--- src/rtl/tt_um_asiclab_sum_tx_pkg.sv ---
// Shared types and constants for the sum-and-transmit block.
//   state_t    : FSM state encoding (IDLE..STOP, 3 bits)
//   FRAME_BITS : bit-times per serial frame (start + data + parity + stop)
//   DATA_BITS  : width of the transmitted sum
//   IDX_W      : width of the data-bit index counter
package tt_sum_tx_pkg;

  typedef enum logic [2:0] {
    S_IDLE   = 3'd0,
    S_START  = 3'd1,
    S_DATA   = 3'd2,
    S_PARITY = 3'd3,
    S_STOP   = 3'd4
  } state_t;

  localparam int FRAME_BITS = 8;
  localparam int DATA_BITS  = 5;
  localparam int IDX_W      = $clog2(FRAME_BITS);

endpackage

--- src/rtl/tt_um_asiclab_sum_tx_baud.sv ---
// Bit-time counter: a 4-bit down-counter that is loaded when a frame is
// accepted and reloaded at every bit boundary, so each bit lasts DIV+1 clocks.
//   clk, rst_n  : clock, async active-low reset
//   i_load      : load i_div (frame accepted this cycle)
//   i_run       : frame in progress; counter runs and may tick
//   i_div       : divisor to load/reload
//   o_bit_end   : high in the last clock of the current bit-time
module sum_tx_baud (
  input  logic       clk,
  input  logic       rst_n,
  input  logic       i_load,
  input  logic       i_run,
  input  logic [3:0] i_div,
  output logic       o_bit_end
);

  logic [3:0] r_cnt;

  always_ff @(posedge clk or negedge rst_n) begin
    if (!rst_n)       r_cnt <= '0;
    else if (i_load)  r_cnt <= i_div;
    else if (i_run)   r_cnt <= (r_cnt == 4'd0) ? i_div : r_cnt - 4'd1;
  end

  assign o_bit_end = i_run && (r_cnt == 4'd0);

endmodule

--- src/rtl/tt_um_asiclab_sum_tx.sv ---
// Adds two 4-bit operands on a start edge and sends the 5-bit sum as a
// serial frame: start(0), SUM[0..4] LSB first, even parity, stop(1).
//   clk, rst_n : clock, async active-low reset
//   ui_in      : [7:4] operand A, [3:0] operand B
//   uio_in     : [0] start, [7:4] DIV (clocks per bit = DIV+1)
//   ena        : ignored
//   uo_out     : [0] txd, [1] busy, [2] done, [7:3] last captured sum
//   uio_out    : constant 0
//   uio_oe     : constant 0 (all uio pins are inputs)
module tt_um_asiclab_sum_tx
  import tt_sum_tx_pkg::*;
(
  input  logic       clk,
  input  logic       rst_n,
  input  logic [7:0] ui_in,
  input  logic [7:0] uio_in,
  input  logic       ena,
  output logic [7:0] uo_out,
  output logic [7:0] uio_out,
  output logic [7:0] uio_oe
);

  state_t             r_state, w_state_n;
  logic               r_start_q, r_txd, w_txd_n, r_done, w_done_n;
  logic [4:0]         r_sum, r_shift, w_shift_n, w_sum;
  logic [3:0]         r_div;
  logic [IDX_W-1:0]   r_idx, w_idx_n;
  logic               w_start_edge, w_accept, w_bit_end, w_busy;

  assign w_start_edge = uio_in[0] && !r_start_q;
  assign w_accept     = (r_state == S_IDLE) && w_start_edge;
  assign w_busy       = (r_state != S_IDLE);
  assign w_sum        = {1'b0, ui_in[7:4]} + {1'b0, ui_in[3:0]};

  // On the accept cycle the baud counter must see the live DIV, since r_div
  // is only written at that same edge.
  sum_tx_baud u_baud (
    .clk       (clk),
    .rst_n     (rst_n),
    .i_load    (w_accept),
    .i_run     (w_busy),
    .i_div     (w_accept ? uio_in[7:4] : r_div),
    .o_bit_end (w_bit_end)
  );

  always_ff @(posedge clk or negedge rst_n) begin
    if (!rst_n) begin
      r_state   <= S_IDLE;
      r_start_q <= 1'b0;
      r_txd     <= 1'b1;
      r_done    <= 1'b0;
      r_sum     <= '0;
      r_shift   <= '0;
      r_div     <= '0;
      r_idx     <= '0;
    end else begin
      r_state   <= w_state_n;
      r_start_q <= uio_in[0];
      r_txd     <= w_txd_n;
      r_done    <= w_done_n;
      r_shift   <= w_shift_n;
      r_idx     <= w_idx_n;
      if (w_accept) begin
        r_sum <= w_sum;
        r_div <= uio_in[7:4];
      end
    end
  end

  // txd is computed one cycle ahead and registered, so the line only ever
  // changes on a clock edge.
  always_comb begin
    w_state_n = r_state;
    w_txd_n   = r_txd;
    w_done_n  = 1'b0;
    w_idx_n   = r_idx;
    w_shift_n = r_shift;
    unique case (r_state)
      S_IDLE: begin
        w_txd_n = 1'b1;
        if (w_start_edge) begin
          w_state_n = S_START;
          w_txd_n   = 1'b0;
          w_shift_n = w_sum;
        end
      end
      S_START: if (w_bit_end) begin
        w_state_n = S_DATA;
        w_idx_n   = '0;
        w_txd_n   = r_shift[0];
      end
      S_DATA: if (w_bit_end) begin
        if (r_idx == IDX_W'(DATA_BITS - 1)) begin
          w_state_n = S_PARITY;
          w_txd_n   = ^r_sum;
        end else begin
          w_idx_n   = r_idx + 1'b1;
          w_shift_n = r_shift >> 1;
          w_txd_n   = r_shift[1];
        end
      end
      S_PARITY: if (w_bit_end) begin
        w_state_n = S_STOP;
        w_txd_n   = 1'b1;
      end
      S_STOP: if (w_bit_end) begin
        w_state_n = S_IDLE;
        w_txd_n   = 1'b1;
        w_done_n  = 1'b1;
      end
      default: begin
        w_state_n = S_IDLE;
        w_txd_n   = 1'b1;
      end
    endcase
  end

  assign uo_out  = {r_sum, r_done, w_busy, r_txd};
  assign uio_out = 8'h00;
  assign uio_oe  = 8'h00;

  logic w_unused;
  assign w_unused = &{1'b0, ena, uio_in[3:1]};

endmodule

--- config.mk ---
export PLATFORM = sky130hd
export DESIGN_NAME = tt_um_asiclab_sum_tx
export DESIGN_NICKNAME = d
export VERILOG_FILES = /design/src/rtl/tt_um_asiclab_sum_tx_pkg.sv /design/src/rtl/tt_um_asiclab_sum_tx_baud.sv /design/src/rtl/tt_um_asiclab_sum_tx.sv
export SDC_FILE = /design/constraint.sdc
export NUM_CORES = 1
export LEC_CHECK = 0
export CORE_AREA = 2 2 73 75
export CTS_BUF_LIST = sky130_fd_sc_hd__clkbuf_4
export CTS_CLUSTER_SIZE = 30
export DETAILED_ROUTE_END_ITERATION = 8
export DIE_AREA = 0 0 75 77
export GPL_TIMING_DRIVEN = 0
export SETUP_SLACK_MARGIN = 0.3
export SLEW_MARGIN = 0
export SYNTH_ARGS = -nofsm -noshare
export SYNTH_HDL_FRONTEND = slang
export SYNTH_HIERARCHICAL = 1
export SYNTH_SLANG_ARGS = --single-unit
--- constraint.sdc ---
create_clock -name clk -period 2.62 [get_ports clk]
set_clock_uncertainty 0.05 [all_clocks]
set_input_delay 0.524 -clock clk [delete_from_list [all_inputs] [get_ports clk]]
set_output_delay 0.524 -clock clk [all_outputs]
set_load 0.02 [all_outputs]
==> metrics.md <==
| Metric | Value |
|---|---|
| Outcome | `finished, final reports clean` |
| Post-Synth Simple-Gate Area | `20.4%` |
| Syn Area/Cell | `9.44 um^2` |
| DP HPWL | `2350 um` |
| Sw Pwr | `734 uW` |
| First-pass GRT wire length | `5580 um` |
| Rel. slew slack | `58.9%` |
| Worst-margin pin slew | `0.616 ns` |
| Critical Path Sink | `uo_out[1]` |
| Worst r2r src | `r_state[2]$_DFFE_PN0P_` |
| Reg-to-Reg End | `u_baud/r_cnt[2]$_DFFE_PN0P_` |
| Layout area overhead | `24.5%` |
| CTS Buf Count | `3` |
| Via count | `1280` |
| WP data required | `2.05 ns` |
| Final Max Slew Viols | `0` |
| Hold WS | `0.135 ns` |
| Cell Int Power | `1.17 mW` |
| M2 GR Usage | `18.4%` |
| Fmax | `0.462 GHz` |
| Row Count | `26` |
| Final setup viols | `0` |
| Grt ovf | `0` |
| Synth Area in XOR/XNOR | `3.88%` |
| Crit end category | `output port` |
| Hold Path Class | `in2async` |
| RSZ-0062 raised after global routing | `false` |
| Post-Route Setup TNS | `0 ns` |
| Cells after Synth | `181` |
| Grt met1 use | `17.6%` |
| Multiplexer share of the synthesized area | `3.22%` |
| Reg clk slew, reported paths | `0.15 ns` |
| Flop2flop setup slack | `0.46 ns` |
| Clock Power Share | `10.3%` |
| Post-Synth Adder-Cell Area | `6.30%` |
| Asr flop ratio synth | `100%` |
| ANT cells | `0` |
| Busiest layer in global routing | `met2` |
| Post-synthesis compound-gate area fraction | `12.6%` |
| Nets | `252` |
| Core area | `4980 um^2` |
| Mapped cell area | `1710 um^2` |
| Clk_lat worst skew | `0.32 ns` |
| Final worst-path cycle share | `82.6%` |
| Hold Vio Cnt, Final | `0` |
| Vias in the first global route | `1200` |
| Critical setup path kind | `reg2out` |
| CTS tree | `yes` |
| Dominant cells by area after synthesis | `dfrtp_1 (38%), buf_4 (9.2%), nand2_1 (6.8%), ha_1 (5.1%), o21ai_0 (2.6%)` |
| GRT Total Usage | `12.2%` |
| CP arrival | `1.59 ns` |
| Number of vias per cell | `4.35` |
| MaxCap Viol Count | `0` |
| Crit Path Max Fanout | `4` |
| Min Tclk post-route | `2.16 ns` |
| Root buf cell | `clkbuf_4` |
| Crit path launch type | `flop` |
| Largest area contributor in the netlist | `dfrtp_1` |
| Drt wl/cell | `11.1 um` |
| Die area | `5780 um^2` |
| Static leakage | `1.02 nW` |
| Logic pwr share | `52.2%` |
| Drt pass-1 iters | `4` |
| CTS sink count | `27` |
| Ratio of cells with drive above 1 in the final layout | `18.8%` |
| Ports | `43` |
| Chip Height | `77 um` |
| Initial antenna violation count | `0` |
| Largest net degree at the start of global routing | `28` |
| Switch share | `38.7%` |
| Met3 Resource Use GR | `3.29%` |
| Number of synthesized flops with an enable pin | `0` |
| Synth warnings | `6` |
| GP Congestion | `0.778` |
| Largest family of logic cells by synthesized area | `simple AND/OR/NAND/NOR gates` |
| P per Cell Area | `893 nW/um^2` |
| Initial core utilization | `34.3%` |
| Critical Path Source | `r_state[2]$_DFFE_PN0P_` |
| Worst R2R Path Depth | `9` |
| Sequential cell area fraction in the yosys report | `39.6%` |
| Drt first-iter violations | `49` |
| Flops & latches, synth | `27` |
| Peak VDD IR | `0.000675 V` |
| H-tree levels | `1` |
| Register share of total power | `37.5%` |
| Synth unique cells | `49` |
| Clock Path Buffers | `2` |
| Routed Antenna Nets | `0` |
| Die X | `75 um` |
| DRC Markers | `0` |
| Top_reg_cell synth | `dfrtp_1` |
| Final WL | `3260 um` |
| Port Buffers | `22` |
| Yosys top cell area share | `38.1%` |
[worst max-delay path, cell delays in order (launching register included)]
cell,delay (ns)
dfrtp_1,0.40
or3_4,0.41
buf_4,0.14
dlygate4sd2_1,0.31
[cell families after synthesis]
kind of cell	count (synthesis)
buffers and inverters	39
AND/OR/NAND/NOR	66
flip-flops	27
AO/OA/AOI/OAI	30
adder cells (fa/ha/maj)	8
multiplexers	4
other	1
XOR/XNOR	6
[per-stage QoR]
| step | instances | power (mW) | utilization [%] | worst slack, ns | instance area, um^2 |
|---|---|---|---|---|---|
| after detailed placement | 288 | 1.69 | 41.8 | 0.109 | 2080 |
| after global placement | 288 | 1.67 | 41.8 | 0.137 | 2080 |
| final | 294 | 1.90 | 42.7 | 0.456 | 2130 |
| after floorplan | 196 | 1.42 | - | 0.515 | 1770 |
| after CTS | 292 | 1.90 | 42.5 | 0.390 | 2120 |
| after global routing | 294 | 2.06 | 42.7 | 0.309 | 2130 |
[cells in the final DEF (no fill, tap or decap), types with 2 or more instances in the layout]
master / netlist / routed
a21o_1: 2 / 2
a21oi_1: 4 / 4
buf_2: 2 / 3
buf_4: 21 / 23
clkbuf_4: 0 / 4
clkdlybuf4s50_1: 0 / 20
conb_1: 1 / 16
dfrtp_1: 26 / 26
ha_1: 7 / 7
inv_1: 12 / 12
mux2_4: 3 / 3
nand2_1: 31 / 31
nand2b_1: 2 / 2
nand3_1: 4 / 4
nor2_1: 8 / 8
nor2b_1: 4 / 4
nor3_1: 2 / 2
o21ai_0: 9 / 9
o21bai_1: 2 / 2
o221ai_1: 2 / 2
o32ai_1: 2 / 2
or3_1: 2 / 2
or4_1: 2 / 2
or4b_1: 2 / 2
xnor2_1: 2 / 2
xor2_1: 3 / 3
[per-layer routing]
metal / up-vias / routed length, um
li1: 669 / -
met1: 580 / 1620
met2: 29 / 1470
met3: 2 / 145
met4: 0 / 19
met5: - / 0
[sequential cells by signal, indices dropped and copies added (netlist names)]
register	cells
r_shift	5
r_start_q	1
r_div	4
r_txd	1
u_baud/r_cnt	4
r_done	1
r_sum	5
r_state	3
r_idx	3
[worst min-delay path by stage]
stage / from / end / slack (ns) / cells after the start
3_5_place_dp: r_div[3]$_DFF_PN0_ / r_div[3]$_DFF_PN0_ / 0.41 / 2
3_3_place_gp: r_div[3]$_DFF_PN0_ / r_div[3]$_DFF_PN0_ / 0.41 / 2
5_1_grt: rst_n / r_idx[0]$_DFFE_PN0P_ / 0.16 / 1
4_1_cts: r_div[1]$_DFF_PN0_ / r_div[1]$_DFF_PN0_ / 0.44 / 2
6_report: rst_n / r_idx[0]$_DFFE_PN0P_ / 0.13 / 1
2_1_floorplan: rst_n / r_div[0]$_DFF_PN0_ / 0.18 / 0
[synth_stat cells, drive strengths merged (2+ instances only)]
library cell	instances
buf	24
mux2	3
o21bai	2
dfrtp	26
or4	2
inv	13
xor2	3
o21ai	10
a21oi	5
nand2b	2
nor2b	4
or3	3
nand2	31
nor3	2
nand3	4
nor2	8
nor3b	2
o32ai	2
xnor2	2
o221ai	2
a21o	2
clkbuf	2
ha	7
or4b	2
[layout make-up]
class / count / area [um^2]
inverter: 13 / 48.8
sequential: 27 / 677
buffer: 26 / 188
tap: 70 / 87.6
multi-input combinational: 130 / 867
clock buffer: 4 / 30.0
fill: 493 / 2850
timing repair buffer: 24 / 229
[power groups by stage]
stage | registers, mW | clock network, mW | logic (mW)
2_1_floorplan | 0.725 | 0 | 0.693
3_3_place_gp | 0.710 | 0 | 0.957
3_5_place_dp | 0.711 | 0 | 0.977
4_1_cts | 0.711 | 0.208 | 0.986
5_1_grt | 0.738 | 0.224 | 1.10
6_report | 0.713 | 0.195 | 0.991
[what timing repair did]
| item | 4_1_cts | 5_1_grt |
|---|---|---|
| gates cloned | 0 | 0 |
| hold buffers | 0 | 0 |
| resized for setup | 2 | 2 |
| setup buffers | 0 | 2 |
| endpoints found under the setup margin | 9 | 7 |
| pin swaps | 0 | 1 |
Note: power is estimated with default switching activity, not from simulation.
